## src/rtl/jt89_bus_ctl.sv

```systemverilog
// JT89 host-bus front end: SN76489 latch/data byte decode into the tone, volume
// and noise registers, plus the READY wait-state generator.
module jt89_bus_ctl #(
  parameter int unsigned READY_CYCLES = 32
) (
  input  logic       clk,
  input  logic       rst_n,
  input  logic       clk_en,
  input  logic       cs_n,
  input  logic       wr_n,
  input  logic [7:0] din,
  output logic       ready,
  output logic [9:0] tone0,
  output logic [9:0] tone1,
  output logic [9:0] tone2,
  output logic [3:0] vol0,
  output logic [3:0] vol1,
  output logic [3:0] vol2,
  output logic [3:0] vol3,
  output logic [2:0] noise_ctl,
  output logic       noise_rst
);

  localparam int unsigned CW = $clog2(READY_CYCLES + 1);

  typedef enum logic {IDLE, BUSY} state_t;

  state_t          state;
  logic [CW-1:0]   cnt;
  logic [2:0]      lreg;
  logic            wr_q;
  logic            wr_act;
  logic            wr_evt;
  logic [2:0]      tgt;
  logic [2:0][9:0] tone_r;
  logic [3:0][3:0] vol_r;

  always_comb begin
    wr_act = ~cs_n & ~wr_n;
    wr_evt = wr_act & ~wr_q;
    tgt    = din[7] ? din[6:4] : lreg;
  end

  // Register index layout: even indices below 6 are tones, odd ones volumes,
  // so bits [2:1] select the channel in both banks.
  always_ff @(posedge clk or negedge rst_n) begin
    if (!rst_n) begin
      state     <= IDLE;
      ready     <= 1'b1;
      cnt       <= '0;
      lreg      <= '0;
      wr_q      <= 1'b0;
      tone_r    <= '0;
      vol_r     <= '1;
      noise_ctl <= '0;
      noise_rst <= 1'b0;
    end else begin
      wr_q <= wr_act;
      // Held until the LFSR has seen one enabled cycle; a new noise write below wins.
      if (noise_rst && clk_en)
        noise_rst <= 1'b0;
      unique case (state)
        IDLE: begin
          if (wr_evt) begin
            if (din[7])
              lreg <= din[6:4];
            unique case (tgt)
              3'd0, 3'd2, 3'd4: begin
                if (din[7])
                  tone_r[tgt[2:1]][3:0] <= din[3:0];
                else
                  tone_r[tgt[2:1]][9:4] <= din[5:0];
              end
              3'd6: begin
                noise_ctl <= din[2:0];
                noise_rst <= 1'b1;
              end
              default: vol_r[tgt[2:1]] <= din[3:0];
            endcase
            cnt   <= CW'(READY_CYCLES);
            state <= BUSY;
            ready <= 1'b0;
          end
        end
        BUSY: begin
          if (clk_en) begin
            cnt <= cnt - CW'(1);
            if (cnt == CW'(1)) begin
              state <= IDLE;
              ready <= 1'b1;
            end
          end
        end
        default: begin
          state <= IDLE;
          ready <= 1'b1;
        end
      endcase
    end
  end

  always_comb begin
    tone0 = tone_r[0];
    tone1 = tone_r[1];
    tone2 = tone_r[2];
    vol0  = vol_r[0];
    vol1  = vol_r[1];
    vol2  = vol_r[2];
    vol3  = vol_r[3];
  end

endmodule
```

## config.mk

```make
export PLATFORM = sky130hd
export DESIGN_NAME = jt89_bus_ctl
export DESIGN_NICKNAME = d
export VERILOG_FILES = /design/src/rtl/jt89_bus_ctl.sv
export SDC_FILE = /design/constraint.sdc
export NUM_CORES = 1
export LEC_CHECK = 0
export ABC_AREA = 1
export CAP_MARGIN = 10
export CORE_ASPECT_RATIO = 1.75
export CORE_UTILIZATION = 55
export CTS_BUF_LIST = sky130_fd_sc_hd__clkbuf_4
export DETAILED_ROUTE_END_ITERATION = 16
export PLACE_DENSITY = 0.92
export SETUP_SLACK_MARGIN = 0.2
export SLEW_MARGIN = 0
export SYNTH_ARGS = -nofsm -noshare
export SYNTH_HDL_FRONTEND = slang
export SYNTH_SLANG_ARGS = --single-unit
```

## constraint.sdc

```tcl
create_clock -name clk -period 1.95 [get_ports clk]
set_input_delay 0.4875 -clock clk [delete_from_list [all_inputs] [get_ports clk]]
set_output_delay 0.4875 -clock clk [all_outputs]
set_load 0.02 [all_outputs]
```

==> impl_results.md, run 1 <==
- Drt drc: 0
- IO Count: 64
- Initial antenna violation count: 0
- Vias in the first global route: around 2400
- Fraction of registers with async set/reset: 100%
- Synthesized area: between 0.002 and 0.003 mm^2
- Worst VDD drop: 0.815 mV
- Worst path required time: 1.46 ns
- Placed Cells: 442
- Port-buffer cells: 63
- Cell Count, Final, Fillers Out: 458
- Worst reg2reg path depth: 7
- Total power: ~4 mW
- Count leader, synth: nand2_1
- Largest net degree at the start of global routing: 63
- Worst Setup End Kind: output port
- First-pass GRT wire length: between 10 and 15 mm
- Placer Congestion: 0.804
- Slew HR: 63.5%
- Max Freq: 574 MHz
- Post-Synthesis Cells: 323
- CTS tree: done
- Reg2reg end: tone1[3]$_DFFE_PN0P_
- Slowest cell on the critical path: dfstp_2
- Antenna Nets Post-Route: 0
- Number of vias per cell: 5.33
- Chip width: 55.3 um
- Worst hold path type: in -> async
- Leak: 2.06 nW
- Avg Cell Area, Syn: 8.48 um^2
- Setup crit start kind: flip-flop
- Antenna Cells: 0
- Final Skew: 0.0166 ns
- Post-CTS Hold Fix Bufs: 0
- RSZ-0062 raised after global routing: yes
- Fin crit period: 1.74 ns
- Worst Path Max Fanout: 2
- CTS buffer count: 9
- Top cells by area, synth: dfrtp_1, nand2_1, dfstp_2
- First-pass DRT Iterations: 4
- Fin nets: 416
- Crit Reg-Reg Startpoint: state$_DFF_PN0_
- Crit path kind: reg -> out
- Crit share post-route: 89.3%
- Core area: 0.00475 mm^2
- Area Overhead vs Synth: 28.5%
- Number of synthesized flops with an enable pin: 0
- Maxcap violations: 0
- Slew Viols, Final: 0
- # rows: 33
- Area fraction of the dominant cell type after synthesis: 41.1%
- Drt wl/cell: 14.2 um
- Synth area leader: dfrtp_1
- Buffers & Inverters on Critical Path: 1
- DRC marker count from the first detailed-route iteration: about 110
- Power per cell area: around 1100 mW/mm^2
- R2r setup slk: 0.57 ns
- Final hold vios: 0
- Register area share after synthesis: a little under three fifths
- Die height: 95.3 um
- Clock root buffer: clkbuf_4
- CTS Sinks: 62
- Clock latency on the worst-skew pair: about 0.41 ns
- Most used DFF post-synth: dfrtp_1
- Yosys warns: 0
- Max Buffers Root-to-Sink: 2
- Data arrival, critical path: 1.25 ns
- Crit-path leading delay family: flip-flops
- Synth cell types: 23
- Syn Nets: 338
- Initial Utilization: between 50 and 60%
- Post-synth top cells: nand2_1, nand3_1, dfrtp_1
- Post-DP HPWL: between 4 and 5 mm
- CP max stage delay: 0.54 ns
- Die area: around 0.0053 mm^2
- FILL cells: 342
- Routed WL: 6.51 mm
- GRT Util Overall: 27.2%
- Share of layout cells above drive strength 1: a little under a fifth
- Clock Pin Slew Worst Setup and Hold Paths: 0.10 ns
- Critical Path, Cell by Cell: clkdlybuf4s15_1
- CP startpoint: vol3[3]$_DFFE_PN1P_
- CTS H-tree depth: 3
- Least-Margin Pin Slew: 0.546 ns
- GRT overflow: 0
- Status: finished clean
- Synthesized flop and latch total: between 60 and 70
- Final setup vio count: 0
- Vias post-DR: roughly 2400
-- state kept, by name (all words and copies together) (netlist names) --
name	count
noise_ctl	3
vol1	4
tone1	10
vol3	4
ready	1
tone0	10
vol0	4
wr_q	1
lreg	3
cnt	6
noise_rst	1
vol2	4
state	1
tone2	10
-- routing by layer --
metal	up-vias	wire length, um	share of wire (%)	GRT usage (%)
met4	0	180	2.8	15.0
met5	-	0	0	0
met3	19	406	6.2	7.06
li1	1176	-	-	-
met2	94	3510	54	48.6
met1	1153	2410	37	29.1
-- how the worst max path moves through the flow --
stage	to	cells past startpoint
2_1_floorplan	tone0[0]$_DFFE_PN0P_	7
3_3_place_gp	vol0[2]$_DFFE_PN1P_	8
3_5_place_dp	vol0[1]$_DFFE_PN1P_	8
4_1_cts	vol3[3]	1
5_1_grt	vol3[3]	1
6_report	vol3[3]	1
-- layout make-up --
type	instances	area, um^2	area share [%]
clock buffer	13	97.6	2.77
clock inverter	3	13.8	0.391
inverter	21	78.8	2.24
multi-input combinational	229	1020	29.0
sequential	62	1570	44.7
tap	52	65.1	1.85
timing repair buffer	78	669	19.0
-- what timing repair did --
action,CTS,global route
resized for setup,69,16
endpoints found under the setup margin,51,18
setup buffers,0,0
pin swaps,0,0
hold endpoints to repair,0,0
-- cells by family (layout without fill, tap and decap cells) --
family          after synthesis  in the layout  synth area share [%]
simple gates                217            217                  34.4
flops                        62             62                  57.4
buf+inv                      32            115                  5.26
compound gates               10             10                  1.97
fa+ha+maj                     2              2                 0.914
-- per-stage QoR --
stage / setup WS, ns / setup TNS [ns] / instance area [um^2] / util (%) / hold slack [ns]
6_report: 0.208 / 0 / 3520 / 74.1 / 0.0661
5_1_grt: 0.165 / 0 / 3520 / 74.1 / 0.0832
4_1_cts: 0.159 / 0 / 3580 / 75.5 / 0.0718
3_5_place_dp: -0.0749 / -1.19 / 3510 / 74.0 / 0.450
3_3_place_gp: 0.00843 / 0 / 3510 / 74.0 / 0.447
2_1_floorplan: 0.613 / 0 / 2740 / - / 0.192
-- where the power goes --
part	internal, mW	total, mW	switching (mW)
clock network	0.312	0.736	0.424
logic	0.481	1.36	0.881
registers	1.70	1.92	0.213
-- cell usage in the layout, fill, tap and decap left out, drive strengths merged --
| master | netlist | final |
|---|---|---|
| nor3 | 3 | 3 |
| dfrtp | 45 | 45 |
| o21ai | 4 | 4 |
| o21a | 1 | 1 |
| clkbuf | 5 | 27 |
| nand3b | 1 | 1 |
| dlygate4sd2 | 0 | 34 |
| clkdlybuf4s50 | 0 | 11 |
| a21oi | 4 | 4 |
| nand3 | 54 | 54 |
| o22ai | 1 | 1 |
| nand2 | 143 | 143 |
| clkdlybuf4s15 | 0 | 3 |
| nor2 | 16 | 16 |
| buf | 6 | 16 |
| dfstp | 17 | 17 |
| inv | 21 | 21 |
| clkinv | 0 | 3 |
| ha | 2 | 2 |
(Power assumes the default switching activity.)
==> run 2, diff against run 1 <==
--- a/config.mk
+++ b/config.mk
@@ -8,6 +8,7 @@
 export ABC_AREA = 1
 export CAP_MARGIN = 10
 export CORE_ASPECT_RATIO = 1.75
+export CORE_MARGIN = 4
 export CORE_UTILIZATION = 55
 export CTS_BUF_LIST = sky130_fd_sc_hd__clkbuf_4
 export DETAILED_ROUTE_END_ITERATION = 16
==> impl_results.md, run 2 (synthesis results as in run 1) <==
- Hold Slack: 0.466 ns
- # rows: 33
- Crit path kind: reg -> out
- Initial Utilization: 57.7%
- Largest net degree at the start of global routing: 25
- Status: finished clean
- Antenna Cells: 0
- Die area: 0.00621 mm^2
- Core area: 0.00475 mm^2
- Switching Fraction: 38.2%
- Clock latency on the worst-skew pair: 0.42 ns
- CP max stage delay: 0.55 ns
- Routed WL: roughly 7.1 mm
- Clock Pin Slew Worst Setup and Hold Paths: 0.11 ns
- CP startpoint: vol0[1]$_DFFE_PN1P_
- Power per cell area: 1170 mW/mm^2
- Crit-path leading delay family: flip-flops
- Power Internal: 2.63 mW
- Least-Margin Pin Slew: approximately 0.5 ns
- Setup TNS: 0 ns
- Chip width: around 60 um
- IO Count: 64
- Post-DP HPWL: ~5.1 mm
- Critical Path, Cell by Cell: clkdlybuf4s15_2
- Maxcap violations: 0
- CTS Sinks: 62
- Final Skew: 0.00915 ns
- Fin crit period: 1.71 ns
- Psw: 1.62 mW
- CTS tree: done
- Clock share of power: 21.3%
- Buffers & Inverters on Critical Path: 1
- Total power: 4.25 mW
- Drt drc: 0
- Placer Congestion: 0.852
- WP depth: 1
- Worst reg2reg path depth: 7
- Final setup vio count: 0
- Max Buffers Root-to-Sink: 2
- Slowest cell on the critical path: dfstp_2
- Worst hold path type: reg -> reg
- Fin nets: 421
- Drt wl/cell: about 15 um
- Leak: approximately 2.1 nW
- Slew HR: between 60% and 70%
- Worst Setup End Kind: output port
- Placement Cell Area: approximately 0.0035 mm^2
- Vias in the first global route: 2582
- Comb power frac: 33.8%
- Share of layout cells above drive strength 1: 20.2%
- Crit share post-route: 87.8%
- First-pass DRT Iterations: 7
- Reg2reg end: vol2[3]$_DFFE_PN1P_
- GRT Util Overall: 25.5%
- Port-buffer cells: 63
- Final hold vios: 0
- DRC marker count from the first detailed-route iteration: 126
- CTS H-tree depth: 3
- Area Overhead vs Synth: 32.6%
- Worst VDD drop: 1.04 mV
- Post-route cell area: 0.00363 mm^2
- HP Start: ready$_DFFE_PN1P_
- Hold Crit Endpoint: ready$_DFFE_PN1P_
- Max Freq: 584 MHz
- Commonest cells after routing, fill and taps aside: nand2_1, nand3_1, dfrtp_1
- Setup crit start kind: flip-flop
- RSZ-0062 raised after global routing: no
- Clock root buffer: clkbuf_4
- Number of vias per cell: 5.44
- Data arrival, critical path: 1.22 ns
- CTS buffer count: 9
- Slew Viols, Final: 0
- Crit Reg-Reg Startpoint: state$_DFF_PN0_
- Worst Path Max Fanout: 2
- Hold Path Depth: 2
- Vias post-DR: 2520
- GRT overflow: 0
- Die height: 101 um
- Commonest non-fill, non-tap cell in the layout: nand2_1
- Antenna Nets Post-Route: 0
- Initial antenna violation count: 0
- R2r setup slk: 0.60 ns
- Part of the power in registers: 45.0%
- Worst path required time: 1.46 ns
- First-pass GRT wire length: 11.7 mm
-- run 2: cell count changes in the layout (fill, tap and decap cells not counted), moves of 4 or more --
cell / delta
clkbuf_2: -13
clkbuf_4: -4
clkinvlp_4: +4
buf_4: +6
buf_2: +4
clkdlybuf4s15_2: +10
-- run 2: power groups by stage --
stage / sequential (mW) / combinational [mW] / clock (mW)
global placement: 1.92 / 1.49 / 0
detailed placement: 1.93 / 1.57 / 0
CTS: 1.91 / 1.47 / 0.912
floorplan: 2.19 / 0.555 / 0
global route: 1.95 / 1.57 / 0.980
finish: 1.91 / 1.43 / 0.903
-- run 2: worst max-delay path by stage --
stage	to	slack (ns)
floorplan	tone0[0]$_DFFE_PN0P_	0.61
global placement	tone1[7]$_DFFE_PN0P_	0.05
detailed placement	tone1[8]$_DFFE_PN0P_	-0.03
CTS	vol0[2]	0.13
global route	vol1[2]	0.20
finish	vol0[1]	0.24
-- run 2: metal layers --
metal  part of all wire (%)  GRT usage [%]  vias up
met3                    6.2           5.23       30
li1                       -              -     1192
met5                      0              0        -
met2                     54           42.4      104
met4                    4.2           14.5        0
met1                     36           29.5     1194
-- run 2: repair_timing --
item	in CTS	in global routing
setup endpoints to repair	51	5
resized for setup	83	6
setup buffers	0	0
endpoints found under the hold margin	1	0
hold buffers	1	0
-- run 2: cell type report --
cell class | count | area (um^2)
Clock inverter | 7 | 73.8
Fill cell | 333 | 1120
Multi-Input combinational cell | 229 | 1020
Timing Repair Buffer | 83 | 751
Clock buffer | 9 | 67.6
Inverter | 21 | 78.8
Sequential cell | 62 | 1570
Tap cell | 52 | 65.1
-- run 2: through the flow --
stage	cells	utilization, %	worst slack (ns)
finish	463	76.4	0.238
global route	463	76.4	0.200
floorplan	323	-	0.613
global placement	446	74.4	0.0521
detailed placement	446	74.4	-0.0265
CTS	463	77.0	0.128
==> run 3, diff against run 2 <==
--- a/config.mk
+++ b/config.mk
@@ -12,7 +12,8 @@
 export CORE_UTILIZATION = 55
 export CTS_BUF_LIST = sky130_fd_sc_hd__clkbuf_4
 export DETAILED_ROUTE_END_ITERATION = 16
-export PLACE_DENSITY = 0.92
+export PLACE_DENSITY = 0.87
+export REMOVE_ABC_BUFFERS = 1
 export SETUP_SLACK_MARGIN = 0.2
 export SLEW_MARGIN = 0
 export SYNTH_ARGS = -nofsm -noshare
==> impl_results.md, run 3 (synthesis results as in run 1) <==
- First-pass GRT wire length: around 11 mm
- Slew HR: 63.7%
- First-pass DRT Iterations: 4
- Setup TNS: 0 ns
- Total power: 4.20 mW
- Placer Congestion: 0.798
- CTS tree: done
- Final Skew: approximately 0.011 ns
- Crit share post-route: 87.4%
- Crit path kind: reg -> out
- Chip width: about 61 um
- CTS buffer count: 9
- Critical Path, Cell by Cell: clkdlybuf4s15_2
- Fin crit period: 1.70 ns
- IO Count: 64
- # rows: 33
- Final WS setup: 0.245 ns
- Data arrival, critical path: 1.22 ns
- Placement Cell Area: 0.00353 mm^2
- Crit-path leading delay family: flip-flops
- Worst VDD drop: between 0.8 and 0.9 mV
- Hold Slack: 0.0481 ns
- Port-buffer cells: 63
- Status: finished clean
- Max Freq: 587 MHz
- FILL cells: 338
- Postcts setup bufs: 0
- Buffers & Inverters on Critical Path: 1
- Clock latency on the worst-skew pair: 0.41 ns
- Slowest cell on the critical path: dfstp_2
- Largest net degree at the start of global routing: 30
- Drt wl/cell: 14.6 um
- DRC marker count from the first detailed-route iteration: 136
- Fin nets: 420
- Share of layout cells above drive strength 1: 19.8%
- Commonest non-fill, non-tap cell in the layout: nand2_1
- Initial Utilization: 57.7%
- Setup crit start kind: flip-flop
- Vias post-DR: 2463
- Clock root buffer: clkbuf_4
- Max Buffers Root-to-Sink: 2
- GRT Util Overall: 24.2%
- Vias in the first global route: 2445
- Post-DP HPWL: 4.88 mm
- Die height: 101 um
- Worst Setup End Kind: output port
- Post-Place Setup Slack: -0.0244 ns
- Initial antenna violation count: 0
- CTS Sinks: 62
- CTS H-tree depth: 3
- Final hold vios: 0
- Slew Viols, Final: 0
- Power per cell area: 1160 mW/mm^2
- Drt drc: 0
- CP max stage delay: 0.55 ns
- Maxcap violations: 0
- Number of vias per cell: around 5.3
- Commonest cells after routing, fill and taps aside: nand2_1, nand3_1, dfrtp_1
- Area Overhead vs Synth: 32.6%
- Leak: between 2 and 2.5 nW
- Worst Path Max Fanout: 2
- RSZ-0062 raised after global routing: no
- Least-Margin Pin Slew: roughly 0.54 ns
- Post-route cell area: 0.00363 mm^2
- Antenna Nets Post-Route: 0
- Final setup vio count: 0
- Routed WL: between 6 and 7 mm
- R2r setup slk: 0.61 ns
- Clock Pin Slew Worst Setup and Hold Paths: 0.10 ns
- GRT overflow: 0
- Worst hold path type: in -> async
- Antenna Cells: 0
- Core area: ~0.0047 mm^2
- Worst path required time: 1.46 ns
- Die area: 0.00621 mm^2
run 3: layer usage:
layer,global-route usage (%),wire (um),part of all wire [%]
met5,0,0,0
met4,13.1,192,2.9
met3,5.61,371,5.5
met2,42.9,3800,56
met1,25.2,2370,35
run 3: power breakdown:
part | internal, mW | total, mW | switching (mW) | leakage (nW)
Combinational | 0.552 | 1.43 | 0.881 | 1.22
Sequential | 1.70 | 1.92 | 0.215 | 0.775
Clock | 0.391 | 0.843 | 0.453 | 0.0750
run 3: worst paths after layout:
| kind | cells after the start | endpoint | startpoint |
|---|---|---|---|
| setup / recovery | 1 | vol3[3] | vol3[3]$_DFFE_PN1P_ |
| hold / removal | 1 | cnt[5]$_DFFE_PN0P_ | rst_n |
| setup reg to reg | 7 | tone0[2]$_DFFE_PN0P_ | state$_DFF_PN0_ |
| hold reg to reg | 2 | ready$_DFFE_PN1P_ | ready$_DFFE_PN1P_ |
| max in group asynchronous | 2 | vol1[1]$_DFFE_PN1P_ | rst_n |
| min in group clk | 2 | ready$_DFFE_PN1P_ | ready$_DFFE_PN1P_ |
run 3: through the flow:
step                      utilization (%)  instances
final                                76.5        462
after floorplan                         -        312
after global placement               74.4        446
after detailed placement             74.4        446
after CTS                            76.5        462
after global routing                 76.5        462
run 3: cell type report:
type                       instances  area (um^2)  area share (%)
inverter                          21         78.8            2.17
clock buffer                      10         75.1            2.07
sequential                        62         1570            43.3
timing repair buffer              82          766            21.1
multi-input combinational        229         1020            28.1
clock inverter                     6         52.6            1.45
tap                               52         65.1            1.79
run 3: repair_timing:
item	in CTS	in global routing
hold buffers	0	0
resized for setup	83	2
endpoints found under the setup margin	51	1
